**src/rtl/alu_op_sequencer.sv**
```systemverilog
// Hardwired control sequencer for Datapath: instruction fetch (T0-T2) followed by
// register-to-register ALU execution (T3-T6), with Moore outputs decoded from state and IR.
module alu_op_sequencer (
   input  logic        clk,
   input  logic        clr,
   input  logic        run,
   input  logic        mem_rdy,
   input  logic [31:0] IR,
   output logic        PCout,
   output logic        MARin,
   output logic        Zin,
   output logic        PCin,
   output logic        Read,
   output logic        MDRin,
   output logic        MDRout,
   output logic        IRin,
   output logic        Yin,
   output logic        Zlowout,
   output logic        Zhighout,
   output logic        HIin,
   output logic        LOin,
   output logic [4:0]  OpCode,
   output logic [15:0] Rout,
   output logic [15:0] Rin,
   output logic        instr_done,
   output logic        halted,
   output logic        illegal
);

   localparam logic [4:0] IncOp  = 5'd12;
   localparam logic [4:0] NopOp  = 5'd26;
   localparam logic [4:0] HaltOp = 5'd27;

   typedef enum logic [3:0] {
      StIdle, StT0, StT1, StT2, StT3, StT4, StT5, StT6, StHalt
   } state_e;

   state_e state_q, state_d;
   logic   illegal_q, illegal_d;
   logic   t1_first_q;

   logic [4:0]  op;
   logic [15:0] ra_oh, rb_oh, rc_oh;
   logic        is_r, is_md, is_u;
   logic        unused_ir_bits;

   assign op    = IR[31:27];
   assign ra_oh = 16'd1 << IR[26:23];
   assign rb_oh = 16'd1 << IR[22:19];
   assign rc_oh = 16'd1 << IR[18:15];
   assign is_r  = (op <= 5'd11);
   assign is_md = (op == 5'd15) || (op == 5'd16);
   assign is_u  = (op == 5'd17) || (op == 5'd18);
   assign unused_ir_bits = ^IR[14:0];

   always_ff @(posedge clk or negedge clr) begin
      if (!clr) begin
         state_q    <= StIdle;
         illegal_q  <= 1'b0;
         t1_first_q <= 1'b0;
      end else begin
         state_q    <= state_d;
         illegal_q  <= illegal_d;
         // Only the cycle right after T0 is the first T1 cycle; wait cycles see 0.
         t1_first_q <= (state_q == StT0);
      end
   end

   always_comb begin
      state_d    = state_q;
      illegal_d  = illegal_q;
      PCout      = 1'b0;
      MARin      = 1'b0;
      Zin        = 1'b0;
      PCin       = 1'b0;
      Read       = 1'b0;
      MDRin      = 1'b0;
      MDRout     = 1'b0;
      IRin       = 1'b0;
      Yin        = 1'b0;
      Zlowout    = 1'b0;
      Zhighout   = 1'b0;
      HIin       = 1'b0;
      LOin       = 1'b0;
      OpCode     = 5'd0;
      Rout       = 16'd0;
      Rin        = 16'd0;
      instr_done = 1'b0;

      case (state_q)
         StIdle: if (run) state_d = StT0;
         StT0: begin
            PCout   = 1'b1;
            MARin   = 1'b1;
            Zin     = 1'b1;
            OpCode  = IncOp;
            state_d = StT1;
         end
         StT1: begin
            Read    = 1'b1;
            MDRin   = 1'b1;
            PCin    = t1_first_q;
            Zlowout = t1_first_q;
            if (mem_rdy) state_d = StT2;
         end
         StT2: begin
            MDRout = 1'b1;
            IRin   = 1'b1;
            if (op == NopOp) begin
               instr_done = 1'b1;
               state_d    = run ? StT0 : StIdle;
            end else begin
               state_d = StT3;
            end
         end
         StT3: begin
            if (is_r) begin
               Rout    = rb_oh;
               Yin     = 1'b1;
               state_d = StT4;
            end else if (is_md) begin
               Rout    = ra_oh;
               Yin     = 1'b1;
               state_d = StT4;
            end else if (is_u) begin
               Rout    = rb_oh;
               OpCode  = op;
               Zin     = 1'b1;
               state_d = StT4;
            end else begin
               illegal_d = illegal_q | (op != HaltOp);
               state_d   = StHalt;
            end
         end
         StT4: begin
            if (is_u) begin
               Zlowout    = 1'b1;
               Rin        = ra_oh;
               instr_done = 1'b1;
               state_d    = run ? StT0 : StIdle;
            end else begin
               Rout    = is_md ? rb_oh : rc_oh;
               OpCode  = op;
               Zin     = 1'b1;
               state_d = StT5;
            end
         end
         StT5: begin
            Zlowout = 1'b1;
            if (is_md) begin
               LOin    = 1'b1;
               state_d = StT6;
            end else begin
               Rin        = ra_oh;
               instr_done = 1'b1;
               state_d    = run ? StT0 : StIdle;
            end
         end
         StT6: begin
            Zhighout   = 1'b1;
            HIin       = 1'b1;
            instr_done = 1'b1;
            state_d    = run ? StT0 : StIdle;
         end
         StHalt: state_d = StHalt;
         default: state_d = StIdle;
      endcase
   end

   assign halted  = (state_q == StHalt);
   assign illegal = illegal_q;

endmodule

```
**config.mk**
```make
export PLATFORM = sky130hd
export DESIGN_NAME = alu_op_sequencer
export DESIGN_NICKNAME = d
export VERILOG_FILES = /design/src/rtl/alu_op_sequencer.sv
export SDC_FILE = /design/constraint.sdc
export NUM_CORES = 1
export LEC_CHECK = 0
export ABC_AREA = 1
export CAP_MARGIN = 15
export CORE_MARGIN = 2
export CORE_UTILIZATION = 36
export DETAILED_ROUTE_END_ITERATION = 6
export MAX_ROUTING_LAYER = met4
export PLACE_DENSITY = 0.84
export SETUP_SLACK_MARGIN = 0.1
export SLEW_MARGIN = 0
export SYNTH_ARGS = -nofsm -noshare
export SYNTH_HDL_FRONTEND = slang
export SYNTH_SLANG_ARGS = --single-unit
```
**constraint.sdc**
```tcl
create_clock -name clk -period 2 [get_ports clk]
set_input_delay 0.6 -clock clk [delete_from_list [all_inputs] [get_ports clk]]
set_output_delay 0.6 -clock clk [all_outputs]
set_load 0.01 [all_outputs]
```
Word-level counts from Yosys, hierarchy flattened
Index checks and enable logic that the tools add are counted.

Register bits after elaboration: 6. Latch bits: 0. Memory bits (writable): 0. Memory bits (read-only): 0. Input port bits: 36. Output and inout port bits: 53. Word-level logic and storage cells: 74. Memories: 0.

Add/sub/neg operators: 0. Multiply operators: 0. Divide/modulo/power cells: 0. Order comparisons: 1. Equality and inequality tests: 16. Shift operators: 3. Mux-type cells: 42. Bitwise logic cells: 4. Reduce and logical (&&, ||, !) cells: 5.

Operators by type and width (count): $mux 16 (7); $pmux 16 s2 (2); $shl 1x4->16 const A (3); $pmux 4 s9 (1); $eq 5x5->1 const B (4); $mux 4 (5); $mux 5 (4); $eq 4x3->1 const B (4); $mux 1 (16); $pmux 5 s3 (1); $mux 3 (3); $eq 4x2->1 const B (2); $pmux 1 s3 (2); $eq 5x4->1 const B (1); $le 5x4->1 const B (1); $ne 5x5->1 const B (1); $eq 4x1->1 const B (1); $eq 4x4->1 const B (1); $logic_not 4->1 (1); $ne 2x2->1 const B (2); $pmux 1 s4 (1); $reduce_and 4->1 (1); $not 1->1 (3); $logic_or 1x1->1 (2); 2 further kinds (2).

Depth between registers and ports, before layout
Depth in word-level cells: 6. Mapped depth: 10. Mapped depth without buffers: 10.

Least setup slack after synthesis
OpenSTA, ideal clock, no wires.

Path type: input to output. Start point: in IR[28]. End point: out Rout[0]. Data arrival time: 1445 ps. Data required time: 1400 ps. Setup slack: -45 ps. Stages: 8. Buffers on the path: 1. Cells stage by stage: nor2_1 > nand3_1 > nand2_4 > inv_4 > buf_6 > o21ai_0 > o211ai_1 > nand2_1.

Longest elaborated chain between the ends: 6. Elaborated cells between the ends (all ways): 13. Classes of those cells: 1 x order compare; 4 x eq/ne; 6 x mux; 2 x reduce/logical.

RTL lines: start: declaration (RTL line 8) `input logic [31:0] IR,`; $eq 5x5->1 (RTL line 53) `assign is_u = (op == 5'd17) || (op == 5'd18);`; $logic_or 1x1->1 (RTL line 53); $mux 16 (RTL line 125) `end else if (is_u) begin`; $mux 16 (RTL line 121) `end else if (is_md) begin`; $mux 16 (RTL line 117) `if (is_r) begin`; $pmux 16 s2 (*) (RTL line 90) `case (state_q)`; end: declaration (RTL line 23) `output logic [15:0] Rout,`.

Every way passes the cells marked *; elsewhere a longest branch is shown, timed or not.

Worst setup path after layout
Start point: in IR[28]. End point: out Rout[4].

The elaborated chain is that of the path after synthesis.

==> results.py <==
metrics = {
    "status": {
        "status": "complete, but fails checks",
        "violations": "negative setup slack",
    },
    "logic_synthesis": {
        "synth_top_area_cell": "nand2_1",
        "synth-edff-count": 0,
        "yosysWarnings": 0,
        "netlist_instances": 291,
        "synth_cell_types": 28,
        "synth-seq-cells": 6,
        "syn_area_per_cell_um2": 5.47,
        "ys.flop_type": "dfrtp_1",
        "yosysTopAreaCellShare": 0.172,
        "syn_area_um2": 1590,
        "synth_nets": 327,
        "synth_seq_area_share": 0.0943,
        "synth_area_leaders": "nand2_1, dfrtp_1, nand4_1",
        "async_flop_share": 1.00,
    },
    "clock_tree": {
        "cts.sinks": 6,
        "clk_pin_slew_ns": 0.04,
        "cts-root-buf": "clkbuf_8",
        "cts_tree": "yes",
        "ctsLongestPathBuffers": 2,
        "clk_latency_ns": 0.24,
        "htreeDepth": 1,
        "cts-buffers-inserted": 3,
    },
    "grt": {
        "gr-usage-all-layers": 0.342,
        "grt_use_met1": 0.410,
        "top_usage_layer": "met2",
        "grt_overflow": 0,
        "grt_pass1_vias": 2924,
        "grtUsageMet2": 0.574,
        "grt_use_met3": 0.0361,
        "grt_pass1_wl_um": 13600,
        "grt_max_degree": 18,
        "antenna_found_initial": 0,
    },
    "setup_path": {
        "critPathKind": "input pin to output port",
        "endpoint": "Rout[4]",
        "critPathSlowestCell": "o211ai_1",
        "worst-r2r-cell-count": 12,
        "r2r-end": "state_q[2]$_DFFE_PN0P_",
        "crit_start": "IR[28]",
        "cp.depth": 9,
        "slowest_delay_ns": 0.26,
        "crit_family": "buffers and inverters",
        "worstPathCellList": "buf_12 -> nor2_4 -> nand3_4 -> nand2_8 -> clkinv_8 -> buf_4 -> o211ai_1 -> nand2_2 -> buf_6",
        "startpoint_type": "input pin",
        "cp_data_required_time_ns": 1.40,
        "r2r_start": "state_q[2]$_DFFE_PN0P_",
        "crit_buf_inv": 4,
        "cp.arrival_ns": 1.87,
        "r2r_slack_ns": 0.33,
        "end_kind": "output port",
        "cp_max_fo": 5,
    },
    "floorplan": {
        "dieArea_um2": 4970,
        "io_pins": 89,
        "die_w_um": 70.5,
        "row_count": 24,
        "dieHeight_um": 70.5,
        "initial_core_util": 0.371,
        "coreArea_um2": 4290,
    },
    "timing": {
        "finalHoldViolCount": 0,
        "timing.final.ws_setup_ns": -0.467,
        "max_freq_mhz": 405,
        "rsz0062_at_grt": "true",
        "period_minus_slack_ns": 2.47,
        "holdWs_ns": 0.510,
        "clock_skew_ns": 0.00603,
        "finalCritPeriodShare": 1.23,
        "relSlewSlack": 0.751,
        "finalSetupViolCount": 45,
        "worst_pin_slew_ns": 0.372,
        "report.final.slew_viol_count": 0,
    },
    "power_and_ir_drop": {
        "power_leakage_nw": 1.83,
        "irDropWorstVdd_mv": 0.451,
        "p_per_area_nw_per_um2": 599,
        "p_total_mw": 2.36,
    },
    "layout": {
        "num-nets-final": 500,
        "antenna_cells": 0,
        "final_cell_mix": "buf_4, buf_6, nand2_1",
        "postLayoutCellArea_um2": 3940,
        "drive_gt1_frac": 0.697,
        "layout.cells.non_filler": 514,
        "layout_commonest_cell": "buf_4",
        "area_growth_pct": 148,
    },
    "place": {
        "hpwlAfterDp_um": 4930,
        "dpl-instance-area_um2": 2970,
        "gp_congestion": 0.992,
        "io_buffers": 73,
        "place_inst": 467,
    },
    "route": {
        "viasPerCell": 6.44,
        "ant_nets": 0,
        "wl_per_cell_um": 22.3,
        "firstDrtPassIters": 5,
        "drc_errors": 0,
        "postRouteWirelength_um": 11400,
        "drtIter0Drc": 451,
        "vias": 3312,
    },
    "worst_hold_path": {
        "holdCritPathClass": "flip-flop to flip-flop",
    },
    "run": {
        "maxCapViolCount": 0,
    },
}
==> where the power goes <==
part           internal (mW)  leakage [nW]  switching, mW
sequential             0.175        0.0736         0.0494
clock                  0.131        0.0216         0.0698
combinational          0.931          1.74           1.01
==> synthesized netlist by cell type (all sizes together), types with 2 or more instances <==
| cell | instances |
|---|---|
| buf | 15 |
| clkbuf | 4 |
| dfrtp | 6 |
| inv | 40 |
| nand2 | 77 |
| nand3 | 28 |
| nand4 | 24 |
| nor2 | 43 |
| nor3 | 2 |
| nor4 | 2 |
| o211ai | 9 |
| o21ai | 30 |
| o22ai | 7 |
==> routing by layer <==
metal | vias up | wire (µm)
met5 | - | 0
met2 | 345 | 5160
li1 | 1330 | -
met3 | 128 | 1310
met4 | 0 | 999
met1 | 1509 | 3970
==> area by class of cell <==
cell class	count	area [µm²]
timing repair buffer	184	1760
clock buffer	3	41.3
timing repair inverter	2	13.8
inverter	40	193
multi-input combinational	227	1720
tap	52	65.1
sequential	6	151
fill	147	352
==> registers in the layout, summed over array words and instances, names as in the netlist <==
name,count
t1_first_q,1
illegal,1
state_q,4
==> worst reg2reg max path: cells and delay by family, from the launching register on <==
family | cells | cell delay [ns]
buffers and inverters | 7 | 0.71
and+or+nand+nor | 5 | 0.50
DFF | 1 | 0.38
==> worst min path at each step <==
stage | from | to | cells after the start
6_report | illegal$_DFFE_PN0P_ | illegal$_DFFE_PN0P_ | 1
5_1_grt | illegal$_DFFE_PN0P_ | illegal$_DFFE_PN0P_ | 1
4_1_cts | illegal$_DFFE_PN0P_ | illegal$_DFFE_PN0P_ | 1
3_5_place_dp | illegal$_DFFE_PN0P_ | illegal$_DFFE_PN0P_ | 1
3_3_place_gp | illegal$_DFFE_PN0P_ | illegal$_DFFE_PN0P_ | 1
2_1_floorplan | clr | illegal$_DFFE_PN0P_ | 0
==> through the flow <==
stage               setup slack, ns  TNS, ns   util
floorplan                   0.00751        0      -
global placement              -1.16   -47.08  0.692
detailed placement            -1.18   -48.47  0.692
CTS                          -0.483   -16.66  0.818
global route                 -0.468   -16.56  0.918
finish                       -0.467   -16.04  0.918
==> what timing repair did <==
| item | CTS | global route |
|---|---|---|
| buffers inserted | 34 | 14 |
| gates cloned | 5 | 0 |
| setup endpoints to repair | 56 | 51 |
| gates resized for setup | 342 | 142 |
| pin swaps | 40 | 44 |
| hold buffers | 0 | 0 |
==> cell families after synthesis <==
family                 share of synthesized area
AOI/OAI and AO/OA                          0.205
buffers and inverters                      0.182
DFF                                       0.0943
and+or+nand+nor                            0.519
(Power assumes the default switching activity.)
